[config.mk]
export PLATFORM = sky130hd
export DESIGN_NAME = mac_dot_product_unit
export DESIGN_NICKNAME = d
export VERILOG_FILES = /design/src/rtl/mac_dot_product_unit.sv
export SDC_FILE = /design/constraint.sdc
export NUM_CORES = 1
export LEC_CHECK = 0
export CAP_MARGIN = 40
export CORE_AREA = 5 5 189 191
export DETAILED_ROUTE_END_ITERATION = 7
export DIE_AREA = 0 0 194 196
export GPL_TIMING_DRIVEN = 0
export PLACE_DENSITY = 0.7
export SYNTH_ARGS = -nofsm -noshare
export SYNTH_HDL_FRONTEND = slang
export SYNTH_SLANG_ARGS = --single-unit
[constraint.sdc]
create_clock -name clk -period 7.6 [get_ports clk]
set_input_delay 0.76 -clock clk [delete_from_list [all_inputs] [get_ports clk]]
set_output_delay 0.76 -clock clk [all_outputs]
set_load 0.05 [all_outputs]
[src/rtl/mac_dot_product_unit.sv]
// mac_dot_product_unit: serial multiply-accumulate dot product feeding a result-memory write port.
// Build option MAC_SAT_EN: saturating accumulation with a sticky sat_flag (wrapping otherwise).
module mac_dot_product_unit #(
  parameter int DATA_W = 16,
  parameter int ACC_W = 32,
  parameter int N = 3,
  parameter int NUM_RESULTS = 9,
  parameter int IDX_W = 4
) (
  input  logic                  clk,
  input  logic                  rst,
  input  logic                  start,
  input  logic                  in_valid,
  output logic                  in_ready,
  input  logic [N*DATA_W-1:0]   a_i,
  input  logic [N*DATA_W-1:0]   b_j,
  input  logic [IDX_W-1:0]      in_idx,
  output logic                  res_we,
  output logic [IDX_W-1:0]      res_addr,
  output logic [ACC_W-1:0]      res_data,
  output logic                  busy,
  output logic                  done,
  output logic                  sat_flag
);
  localparam int K_W = (N > 1) ? $clog2(N) : 1;
  typedef enum logic [1:0] {IDLE, MAC, WRITE} state_t;
  state_t state, state_nxt;
  logic [N*DATA_W-1:0] a_r, b_r;
  logic [IDX_W-1:0] idx_r, count;
  logic [ACC_W-1:0] acc, acc_nxt;
  logic [K_W-1:0] k;
  logic [2*DATA_W-1:0] prod;
  logic accept, last, idx_ok;
  assign accept = in_valid && in_ready && !start;
  assign last = k == K_W'(N - 1);
  assign idx_ok = idx_r < IDX_W'(NUM_RESULTS);
  assign prod = a_r[k*DATA_W +: DATA_W] * b_r[k*DATA_W +: DATA_W];
`ifdef MAC_SAT_EN
  logic [ACC_W:0] sum;
  logic ovf;
  assign sum = {1'b0, acc} + (ACC_W + 1)'(prod);
  assign ovf = sum[ACC_W];
  assign acc_nxt = ovf ? '1 : sum[ACC_W-1:0];
  always_ff @(posedge clk)
    sat_flag <= !rst && !start && (sat_flag || (state == MAC && ovf));
`else
  assign acc_nxt = acc + ACC_W'(prod);
  assign sat_flag = 1'b0;
`endif
  always_ff @(posedge clk)
    state <= rst ? IDLE : state_nxt;
  always_comb
    state_nxt = start ? IDLE :
                state == IDLE ? (accept ? MAC : IDLE) :
                state == MAC ? (last ? WRITE : MAC) : IDLE;
  always_comb begin
    in_ready = state == IDLE && !done;
    busy = state != IDLE;
    res_we = state == WRITE && idx_ok;
  end
  // res_addr/res_data load only on entry to a real write so they hold between writes
  always_ff @(posedge clk)
    if (rst) begin
      a_r <= '0;
      b_r <= '0;
      idx_r <= '0;
      acc <= '0;
      k <= '0;
      count <= '0;
      done <= 1'b0;
      res_addr <= '0;
      res_data <= '0;
    end else begin
      if (accept) begin
        a_r <= a_i;
        b_r <= b_j;
        idx_r <= in_idx;
        acc <= '0;
        k <= '0;
      end
      if (state == MAC) begin
        acc <= acc_nxt;
        k <= k + 1'b1;
      end
      if (state == MAC && last && !start && idx_ok) begin
        res_addr <= idx_r;
        res_data <= acc_nxt;
      end
      if (start) begin
        count <= '0;
        done <= 1'b0;
      end else if (state == WRITE && idx_ok) begin
        count <= count + 1'b1;
        done <= done || (count + 1'b1 == IDX_W'(NUM_RESULTS));
      end
    end
endmodule

==> results of run 1 <==
layout make-up:
| cell class | count | area, sq um | area share [%] |
|---|---|---|---|
| inverters | 340 | 1280 | 6.53 |
| flip-flops and latches | 177 | 3540 | 18.1 |
| plain buffers | 101 | 467 | 2.39 |
| clock buffers | 18 | 439 | 2.25 |
| well taps | 455 | 569 | 2.91 |
| clock inverters | 14 | 186 | 0.954 |
| multi-input cells | 1434 | 11500 | 58.8 |
| repair buffers | 159 | 1560 | 7.99 |
kinds of logic (layout without fill, tap and decap cells):
| logic type | after synthesis | in the layout |
|---|---|---|
| xor gates and xnor gates | 28 | 28 |
| buffers and inverters | 448 | 632 |
| AOI/OAI and AO/OA | 318 | 318 |
| DFF | 177 | 177 |
| other | 1 | 1 |
| and+or+nand+nor | 722 | 722 |
| adders and majority gates | 327 | 327 |
| muxes | 38 | 38 |
stage by stage:
stage                     setup TNS, ps  area (sq um)  utilization (%)  total power [W]  instances
after floorplan                       0         16600                -          0.00122       2059
after global placement            -7550         18600             54.9          0.00140       2657
after detailed placement          -3150         18800             55.3          0.00140       2673
after CTS                             0         19400             57.2          0.00237       2705
after global routing                  0         19500             57.6          0.00246       2698
final                                 0         19500             57.6          0.00237       2698
metal layers:
layer,vias up,wire [um],GRT usage [%]
met5,-,0,0
met4,0,1940,9.48
met3,118,4000,4.53
met2,623,24300,44.6
met1,7215,21700,37.1
li1,6793,-,-
registers in the layout (all words and copies together), names as in the netlist:
signal	cells
count	4
state	2
idx_r	4
k	2
acc	32
a_r	48
res_data	32
res_addr	4
done	1
b_r	48
placed cells by master (no fill, tap or decap), types with 7 or more instances in the layout:
| cell type | n |
|---|---|
| inv_1 | 340 |
| o22a_1 | 10 |
| o22ai_1 | 11 |
| nor3_1 | 11 |
| nand2_1 | 450 |
| buf_2 | 33 |
| a31oi_1 | 11 |
| clkbuf_16 | 17 |
| nand2b_1 | 9 |
| a21oi_1 | 163 |
| clkbuf_2 | 14 |
| clkbuf_1 | 47 |
| nand3_1 | 34 |
| xnor2_1 | 14 |
| o22ai_2 | 7 |
| and2_1 | 14 |
| dfxtp_1 | 177 |
| nand4_1 | 12 |
| fa_1 | 225 |
| nor2_1 | 149 |
| ha_1 | 102 |
| buf_4 | 13 |
| mux2i_1 | 35 |
| a21o_1 | 18 |
| o21ai_0 | 27 |
| a21oi_2 | 7 |
| and3_1 | 10 |
| clkdlybuf4s50_1 | 143 |
| xor2_1 | 13 |
worst min-delay path: stages, from the launching register on:
cell and delay (ps):
dfxtp_1 310, nand2_1 50, o21ai_1 50
worst paths after layout:
path	endpoint	slack (ps)
hold reg to reg	acc[30]	450
setup / recovery	acc[26]	260
hold / removal	acc[30]	450
setup reg to reg	acc[26]	260
power by group through the flow:
stage	clock, W	sequential, W	combinational, W
finish	0.000965	0.000970	0.000430
global route	0.00102	0.000973	0.000467
CTS	0.000975	0.000969	0.000422
detailed placement	0	0.000990	0.000414
global placement	0	0.000989	0.000407
floorplan	0	0.000985	0.000237
what timing repair did:
action / 4_1_cts / 5_1_grt
hold buffers: 0 / 0
resized for setup: 11 / 64
endpoints found under the setup margin: 23 / 34
==> metrics.md, run 1 <==
| Metric | Value |
|---|---|
| Sum of buffers and inverters on the critical path | `8` |
| Internal power | `0.00163 W` |
| Sequential share of the synthesized area | `21.3%` |
| Worst slack, placed | `-360 ps` |
| Seq pwr share | `41.0%` |
| Worst Path Max Fanout | `10` |
| Post-synth net total | `2490` |
| Postcts setup bufs | `0` |
| Compound-Gate Fraction of Synth Area | `11.6%` |
| Rel. slew slack | `30.3%` |
| Number of synthesized flops with an enable pin | `0` |
| Highest clock rate | `136 MHz` |
| VDD IR max | `159 uV` |
| Clk network pwr share | `40.8%` |
| Hold Path Class | `reg -> reg` |
| Seq cells post-synth | `177` |
| Drt first pass iters | `5` |
| Largest net degree at the start of global routing | `19` |
| Die width | `194 um` |
| DRT antenna net count | `0` |
| RSZ-0062 raised after global routing | `false` |
| Worst hold slack | `446 ps` |
| CTS Sinks | `177` |
| Setup ws final | `262 ps` |
| Reg2Reg Depth | `25` |
| Switch Pwr | `0.000740 W` |
| Synth top area share | `27.1%` |
| Synthesis warning total | `0` |
| Main area contributors after synthesis | `fa_1 (27%), dfxtp_1 (21%), nand2_1 (10%)` |
| Via density | `5.47` |
| Commonest cells post-synth | `nand2_1 (450), inv_1 (340), fa_1 (225), dfxtp_1 (177), a21oi_1 (170)` |
| Worst EP arrival | `7660 ps` |
| Clock skew | `22.4 ps` |
| Worst-Margin Slew | `1050 ps` |
| Rows | `68` |
| Antenna violations before repair | `2` |
| Kind of cell adding the most delay to the critical path | `adder cells` |
| Share of layout cells above drive strength 1 | `6.73%` |
| Port bufs | `143` |
| CTS tree | `yes` |
| Kind of critical path | `reg -> reg` |
| Die area | `38000 sq um` |
| Clk_lat worst skew | `470 ps` |
| Hold Path Origin | `acc[30]` |
| Mapped Cells | `2059` |
| Final Cycle Share | `96.6%` |
| Dpl hpwl | `43100 um` |
| H-tree Lvls | `4` |
| CTS Buffer Depth | `2` |
| DIE HEIGHT | `196 um` |
| Synth cell types | `69` |
| Largest family of logic cells by synthesized area | `adder cells` |
| Asr flop ratio synth | `0%` |
| Total Wirelength | `51900 um` |
| Hold Crit Depth | `2` |
| Power density cells | `121 nW/um^2` |
| Core area | `33900 sq um` |
| Post-route minimum period | `7340 ps` |
| # setup viols final | `0` |
| Leakage | `8.72 nW` |
| Post-synthesis simple-gate area fraction | `18.1%` |
| Post-Synth Adder-Cell Area | `34.7%` |
| Net Sw Frac | `31.3%` |
| Synth area leader | `fa_1` |
| Total track usage | `27.3%` |
| Nets | `2661` |
| Syn Area/Cell | `8.08 sq um` |
| Top_reg_cell synth | `dfxtp_1` |
| Final-report max-slew violation count | `0` |
| Multiplexer share of the synthesized area | `2.29%` |
| Crit-path slowest cell | `o22ai_1` |
| Worst r2r src | `k[0]` |
| Vias in the first global route | `15000` |
| Combinational power share | `18.2%` |
| # IOs | `145` |
| GPL Wtd Cong | `1.01` |
| Area growth from synthesis to layout | `17.5%` |
| WL/cell | `19.2 um` |
| Cell count along the critical path | `25` |
| Top-count cell post-synth | `nand2_1` |
| Status | `completed` |
| Global-route wire length before repair | `82000 um` |
| Slowest stage delay, CP | `830 ps` |
| Setup crit start kind | `flip-flop` |
| Clock transition at path regs | `80 ps` |
| Synth Area in XOR/XNOR | `1.47%` |
| Max-cap viol count | `0` |
| Data required, critical path | `7920 ps` |
| Cell mode on critical path | `fa_1` |
| Final hold violation count | `0` |
| Crit. Startpoint | `k[0]` |
| CTS root buf | `clkbuf_16` |
| First DRT Iteration DRCs | `1145` |
| Cts bufs inserted | `17` |
| Filler cell count | `3149` |
| Via Count | `14700` |
| Initial Utilization | `49.0%` |
| DRC Markers | `0` |
| Critical Path End Type | `flip-flop` |
| Cell area after synthesis | `16600 sq um` |
| Diode count | `0` |
| Gr ovfl total | `0` |
Note: power is estimated with default switching activity, not from simulation.
==> inputs of run 2 (changes only) <==
--- a/config.mk
+++ b/config.mk
@@ -6,11 +6,10 @@
 export NUM_CORES = 1
 export LEC_CHECK = 0
 export CAP_MARGIN = 40
-export CORE_AREA = 5 5 189 191
+export CORE_AREA = 5 5 270 272
 export DETAILED_ROUTE_END_ITERATION = 7
-export DIE_AREA = 0 0 194 196
+export DIE_AREA = 0 0 275 277
 export GPL_TIMING_DRIVEN = 0
-export PLACE_DENSITY = 0.7
 export SYNTH_ARGS = -nofsm -noshare
 export SYNTH_HDL_FRONTEND = slang
 export SYNTH_SLANG_ARGS = --single-unit
==> metrics.md, run 2 (synthesis results as in run 1) <==
| Metric | Value |
|---|---|
| Status | `completed (unchanged)` |
| Setup crit start kind | `flip-flop (unchanged)` |
| H-tree Lvls | `4 (unchanged)` |
| Drt first pass iters | `5 (unchanged)` |
| Clock transition at path regs | `70 ps (was 80 ps)` |
| Rows | `98 (was 68)` |
| Hold_buf cts | `0 (unchanged)` |
| CTS root buf | `clkbuf_16 (unchanged)` |
| Critical Path End Type | `flip-flop (unchanged)` |
| Final-report max-slew violation count | `0 (unchanged)` |
| Data required, critical path | `8010 ps (was 7920 ps)` |
| Die area | `76200 sq um (was 38000 sq um)` |
| Commonest non-fill, non-tap cell in the layout | `nand2_1 (unchanged)` |
| Global-route wire length before repair | `84900 um (was 82000 um)` |
| Crit-path slowest cell | `fa_1 (was o22ai_1)` |
| Placed insts | `3168 (was 2673)` |
| Power density cells | `114 nW/um^2 (was 121 nW/um^2)` |
| Final Cycle Share | `96.4% (was 96.6%)` |
| Final hold violation count | `0 (unchanged)` |
| VDD IR max | `137 uV (was 159 uV)` |
| Area growth from synthesis to layout | `21.0% (was 17.5%)` |
| Initial Utilization | `23.6% (was 49.0%)` |
| DRT antenna net count | `0 (unchanged)` |
| Via Count | `14400 (was 14700)` |
| Max-cap viol count | `0 (unchanged)` |
| Antenna violations before repair | `0 (was 2)` |
| First DRT Iteration DRCs | `968 (was 1145)` |
| Vias in the first global route | `14800 (was 15000)` |
| Kind of cell adding the most delay to the critical path | `adder cells (unchanged)` |
| Met3 Resource Use GR | `2.50% (was 4.53%)` |
| Worst Path Max Fanout | `10 (unchanged)` |
| Leakage | `8.70 nW (was 8.72 nW)` |
| CTS tree | `yes (unchanged)` |
| Via density | `4.51 (was 5.47)` |
| Total Wirelength | `55400 um (was 51900 um)` |
| CTS Buffer Depth | `2 (unchanged)` |
| # setup viols final | `0 (unchanged)` |
| Filler cell count | `7580 (was 3149)` |
| # IOs | `145 (unchanged)` |
| Commonest cells after routing, fill and taps aside | `nand2_1 (450), inv_1 (340), fa_1 (225) (unchanged)` |
| Slowest stage delay, CP | `660 ps (was 830 ps)` |
| Post-route minimum period | `7330 ps (was 7340 ps)` |
| Grt met2 use | `25.0% (was 44.6%)` |
| Die width | `275 um (was 194 um)` |
| Sum of buffers and inverters on the critical path | `7 (was 8)` |
| Dpl hpwl | `46300 um (was 43100 um)` |
| Diode count | `0 (unchanged)` |
| WL/cell | `17.3 um (was 19.2 um)` |
| Port bufs | `143 (unchanged)` |
| Setup TNS Final | `0 ps (unchanged)` |
| Post-Layout Cell Count | `3194 (was 2698)` |
| Nets | `2663 (was 2661)` |
| Worst-Margin Slew | `874 ps (was 1050 ps)` |
| Clk_lat worst skew | `470 ps (about the same)` |
| Share of layout cells above drive strength 1 | `6.60% (was 6.73%)` |
| Rel. slew slack | `41.7% (was 30.3%)` |
| Total track usage | `14.4% (was 27.3%)` |
| Kind of critical path | `reg -> reg (unchanged)` |
| Highest clock rate | `137 MHz (was 136 MHz)` |
| Largest net degree at the start of global routing | `18 (was 19)` |
| Core area | `70500 sq um (was 33900 sq um)` |
| Biggest regs | `a_r (48), b_r (48) (unchanged)` |
| GR peak layer | `met2 (unchanged)` |
| Final total power | `0.00230 W (was 0.00237 W)` |
| GPL Wtd Cong | `0.942 (was 1.01)` |
| Cell mode on critical path | `fa_1 (unchanged)` |
| DRC Markers | `0 (unchanged)` |
| Hold Path Class | `reg -> reg (unchanged)` |
| DIE HEIGHT | `277 um (was 196 um)` |
| Cts bufs inserted | `17 (unchanged)` |
| Routing usage on met1 | `17.7% (was 37.1%)` |
| CTS Sinks | `177 (unchanged)` |
| Clock skew | `16.7 ps (was 22.4 ps)` |
| Worst EP arrival | `7730 ps (was 7660 ps)` |
| Gr ovfl total | `0 (unchanged)` |
==> run 2: worst paths after layout <==
| kind | endpoint | depth (start not counted) | slack [ps] | from |
|---|---|---|---|---|
| min | b_r[31] | 2 | 460 | b_r[31] |
| min reg2reg | b_r[31] | 2 | 460 | b_r[31] |
| max reg2reg | res_data[26] | 25 | 270 | k[1] |
| max | res_data[26] | 25 | 270 | k[1] |
==> run 2: what timing repair did <==
item / in CTS / in global routing
gates resized for setup: 15 / 56
cloned: 0 / 0
pin swaps: 0 / 1
buffers inserted: 0 / 1
setup endpoints to repair: 24 / 36
==> run 2: cell type report <==
cell class / instances / area [sq um] / area share [%]
Buffer: 101 / 469 / 2.33
Clock buffer: 18 / 429 / 2.13
Clock inverter: 13 / 144 / 0.715
Inverter: 340 / 1280 / 6.34
Multi-Input combinational cell: 1434 / 11500 / 57.2
Sequential cell: 177 / 3540 / 17.6
Tap cell: 950 / 1190 / 5.91
Timing Repair Buffer: 161 / 1570 / 7.79
==> run 2: layer usage <==
layer	vias up	part of all wire, %
met5	-	0
met4	0	4.2
met1	7103	40
li1	6795	-
met2	402	50
met3	100	5.6
==> run 2: power by group <==
part,total (W),internal [W],switching (W),leakage (nW)
clock,0.000902,0.000462,0.000440,0.276
combinational,0.000431,0.000161,0.000271,6.99
sequential,0.000969,0.000953,0.0000159,1.44
total,0.00230,0.00158,0.000726,8.70
==> run 2: metrics by stage <==
stage / util, % / setup slack [ps] / area, sq um / hold slack, ps
final: 28.5 / 275 / 20100 / 455
after global routing: 28.5 / -11.6 / 20100 / 474
after CTS: 28.4 / 14.5 / 20000 / 455
after detailed placement: 27.5 / -150 / 19400 / 443
after global placement: 27.3 / -352 / 19300 / 435
after floorplan: - / 1080 / 16600 / 425
==> run 2: worst register-to-register path: stages (launching register included) <==
cell	delay (ps)
dfxtp_1	340
clkbuf_1	260
nor2b_2	290
clkbuf_2	320
nand2_1	110
o21ai_2	230
clkbuf_4	360
nand2_1	100
fa_1	540
inv_1	50
fa_1	480
fa_1	660
fa_1	470
fa_1	520
inv_1	50
fa_1	490
inv_1	50
ha_1	260
buf_2	190
a21oi_1	120
o21ai_1	240
a21oi_1	170
o21ai_0	240
a31oi_2	120
or4_1	520
nand3_1	100
==> inputs of run 3 (changes only) <==
--- a/config.mk
+++ b/config.mk
@@ -9,7 +9,10 @@
 export CORE_AREA = 5 5 270 272
 export DETAILED_ROUTE_END_ITERATION = 7
 export DIE_AREA = 0 0 275 277
+export GPL_ROUTABILITY_DRIVEN = 0
 export GPL_TIMING_DRIVEN = 0
+export RECOVER_POWER = 100
+export SETUP_SLACK_MARGIN = 0.5
 export SYNTH_ARGS = -nofsm -noshare
 export SYNTH_HDL_FRONTEND = slang
 export SYNTH_SLANG_ARGS = --single-unit
==> metrics.md, run 3 (synthesis results as in run 1) <==
| Metric | Value |
|---|---|
| Final total power | `0.00232 W (was 0.00230 W)` |
| Setup TNS Final | `0 ps (unchanged)` |
| Commonest cells after routing, fill and taps aside | `nand2_1 (449), inv_1 (340), fa_1 (225) (was nand2_1 (450), inv_1 (340), fa_1 (225))` |
| Worst Path Max Fanout | `10 (unchanged)` |
| Rows | `98 (unchanged)` |
| Hold Path Class | `reg -> reg (unchanged)` |
| Slowest stage delay, CP | `540 ps (was 660 ps)` |
| Data required, critical path | `8010 ps (about the same)` |
| First DRT Iteration DRCs | `894 (was 968)` |
| Clk network pwr share | `38.8% (was 39.2%)` |
| Register area | `3540 sq um (unchanged)` |
| Initial Utilization | `23.6% (unchanged)` |
| Biggest regs | `a_r (48), b_r (48) (unchanged)` |
| Clk_lat worst skew | `470 ps (about the same)` |
| Critical Path End Type | `flip-flop (unchanged)` |
| VDD IR max | `137 uV (about the same)` |
| Kind of critical path | `reg -> reg (unchanged)` |
| Gr ovfl total | `0 (unchanged)` |
| Multi-input logic area | `11700 sq um (was 11500 sq um)` |
| Post-route minimum period | `7130 ps (was 7330 ps)` |
| Nets | `2684 (was 2663)` |
| DRC Markers | `0 (unchanged)` |
| Max-cap viol count | `0 (unchanged)` |
| Dpl hpwl | `46300 um (unchanged)` |
| Via Count | `14600 (was 14400)` |
| Status | `completed (unchanged)` |
| Cts bufs inserted | `17 (unchanged)` |
| Vias in the first global route | `14900 (was 14800)` |
| Leakage | `9.02 nW (was 8.70 nW)` |
| Worst-Margin Slew | `886 ps (was 874 ps)` |
| Highest clock rate | `140 MHz (was 137 MHz)` |
| Rel. slew slack | `40.9% (was 41.7%)` |
| Seq pwr share | `41.8% (was 42.1%)` |
| Core area | `70500 sq um (unchanged)` |
| Crit-path slowest cell | `o22ai_1 (was fa_1)` |
| Filler cell count | `7546 (was 7580)` |
| # IOs | `145 (unchanged)` |
| Setup ws final | `465 ps (was 275 ps)` |
| Worst EP arrival | `7540 ps (was 7730 ps)` |
| Total track usage | `14.5% (was 14.4%)` |
| Combinational power share | `19.4% (was 18.7%)` |
| Internal reg-to-reg setup slack | `470 ps (was 270 ps)` |
| Worst slack, placed | `-150 ps (unchanged)` |
| DRT antenna net count | `0 (unchanged)` |
| Top layer in use | `met4 (unchanged)` |
| Clock skew | `15.1 ps (was 16.7 ps)` |
| RSZ-0062 raised after global routing | `true` |
| Clock transition at path regs | `70 ps (about the same)` |
| Commonest non-fill, non-tap cell in the layout | `nand2_1 (unchanged)` |
| CTS root buf | `clkbuf_16 (unchanged)` |
| Met3 WL | `3170 um (was 3100 um)` |
| Area growth from synthesis to layout | `23.7% (was 21.0%)` |
| Total Wirelength | `55800 um (was 55400 um)` |
| Switch Pwr | `0.000732 W (was 0.000726 W)` |
| DIE HEIGHT | `277 um (unchanged)` |
| Power density cells | `113 nW/um^2 (was 114 nW/um^2)` |
| Port bufs | `143 (unchanged)` |
| Die width | `275 um (unchanged)` |
| Via density | `4.53 (was 4.51)` |
| # setup viols final | `0 (unchanged)` |
| Sum of buffers and inverters on the critical path | `7 (unchanged)` |
| Global-route wire length before repair | `85000 um (was 84900 um)` |
| Net Sw Frac | `31.5% (about the same)` |
| H-tree Lvls | `4 (unchanged)` |
| Final hold violation count | `0 (unchanged)` |
| Die area | `76200 sq um (unchanged)` |
| Met1 Routed Length | `22100 um (about the same)` |
| Internal power | `0.00159 W (was 0.00158 W)` |
| Met2 Routed Length | `28100 um (was 27800 um)` |
| Final-report max-slew violation count | `0 (unchanged)` |
| Largest net degree at the start of global routing | `18 (unchanged)` |
| WL/cell | `17.3 um (about the same)` |
| Antenna violations before repair | `0 (unchanged)` |
| Kind of cell adding the most delay to the critical path | `adder cells (unchanged)` |
| Setup crit start kind | `flip-flop (unchanged)` |
| CTS Sinks | `177 (unchanged)` |
| CTS Buffer Depth | `2 (unchanged)` |
| Cell mode on critical path | `fa_1 (unchanged)` |
| Share of layout cells above drive strength 1 | `8.87% (was 6.60%)` |
| Final Cycle Share | `93.9% (was 96.4%)` |
| Worst-path cell chain | `clkbuf_1 -> buf_8 -> mux2i_1 -> o22ai_1 -> buf_4 -> nand2_1 -> fa_1 -> fa_1 -> fa_1 -> inv_1 -> fa_1 -> fa_1 -> inv_1 -> fa_1 -> inv_1 -> ha_1 -> buf_2 -> a21oi_1 -> o21ai_1 -> a21oi_1 -> o21ai_1 -> a31oi_4 -> or4_1 -> nand3_1` |
| CTS tree | `yes (unchanged)` |
| Drt first pass iters | `6 (was 5)` |
run 3: cell types whose count changed in the layout (fill, tap and decap cells not counted), sizes merged:
cell	before	now
clkdlybuf4s50	143	102
dlygate4sd3	0	41
buf	50	77
clkbuf	86	80
diode	0	1
run 3: path summary, 6_finish.rpt:
check,from,cells past startpoint,to
worst min register to register,a_r[14],2,a_r[14]
worst max-delay path,k[0],24,res_data[26]
worst min-delay path,a_r[14],2,a_r[14]
worst max register to register,k[0],24,res_data[26]
run 3: per-layer routing:
layer / vias up / track usage, %
li1: 6841 / -
met1: 7165 / 17.7
met2: 454 / 25.0
met3: 104 / 2.32
met4: 0 / 6.27
met5: - / 0
run 3: final cells by class:
| cell class | count | area share [%] |
|---|---|---|
| well taps | 950 | 5.78 |
| plain buffers | 108 | 2.81 |
| multi-input cells | 1434 | 57.1 |
| flip-flops and latches | 177 | 17.2 |
| repair buffers | 175 | 8.13 |
| diodes | 1 | 0.0122 |
| inverters | 340 | 6.20 |
| clock buffers | 18 | 2.09 |
| clock inverters | 13 | 0.699 |
run 3: metrics by stage:
stage          area (sq um)  instances  util (%)  hold WS, ps
3_3_place_gp          19300       3152      27.3          435
4_1_cts               20200       3199      28.7          455
3_5_place_dp          19400       3168      27.5          443
5_1_grt               20600       3215      29.2          474
2_1_floorplan         16600       2059         -          425
6_report              20600       3216      29.2          455
run 3: repair_timing:
| action | in CTS | in global routing |
|---|---|---|
| endpoints found under the setup margin | 38 | 35 |
| resized for setup | 80 | 82 |
| buffers inserted | 0 | 15 |
| pin swaps | 0 | 8 |
| hold buffers | 0 | 0 |
| gates cloned | 0 | 1 |
run 3: worst register-to-register path: stages (launching register included):
cell      delay [ps]
dfxtp_1          310
clkbuf_1         380
buf_8            250
mux2i_1          140
o22ai_1          540
buf_4            270
nand2_1           80
fa_1             520
fa_1             530
fa_1             520
inv_1             60
fa_1             490
fa_1             520
inv_1             50
fa_1             490
inv_1             50
ha_1             260
buf_2            190
a21oi_1          120
o21ai_1          230
a21oi_1          160
o21ai_1          250
a31oi_4           80
or4_1            500
nand3_1          100
run 3: power by group through the flow:
| stage | logic, W | clock network, W | registers, W |
|---|---|---|---|
| 2_1_floorplan | 0.000237 | 0 | 0.000985 |
| 3_3_place_gp | 0.000415 | 0 | 0.000989 |
| 3_5_place_dp | 0.000420 | 0 | 0.000990 |
| 4_1_cts | 0.000435 | 0.000918 | 0.000970 |
| 5_1_grt | 0.000491 | 0.000955 | 0.000974 |
| 6_report | 0.000451 | 0.000900 | 0.000971 |
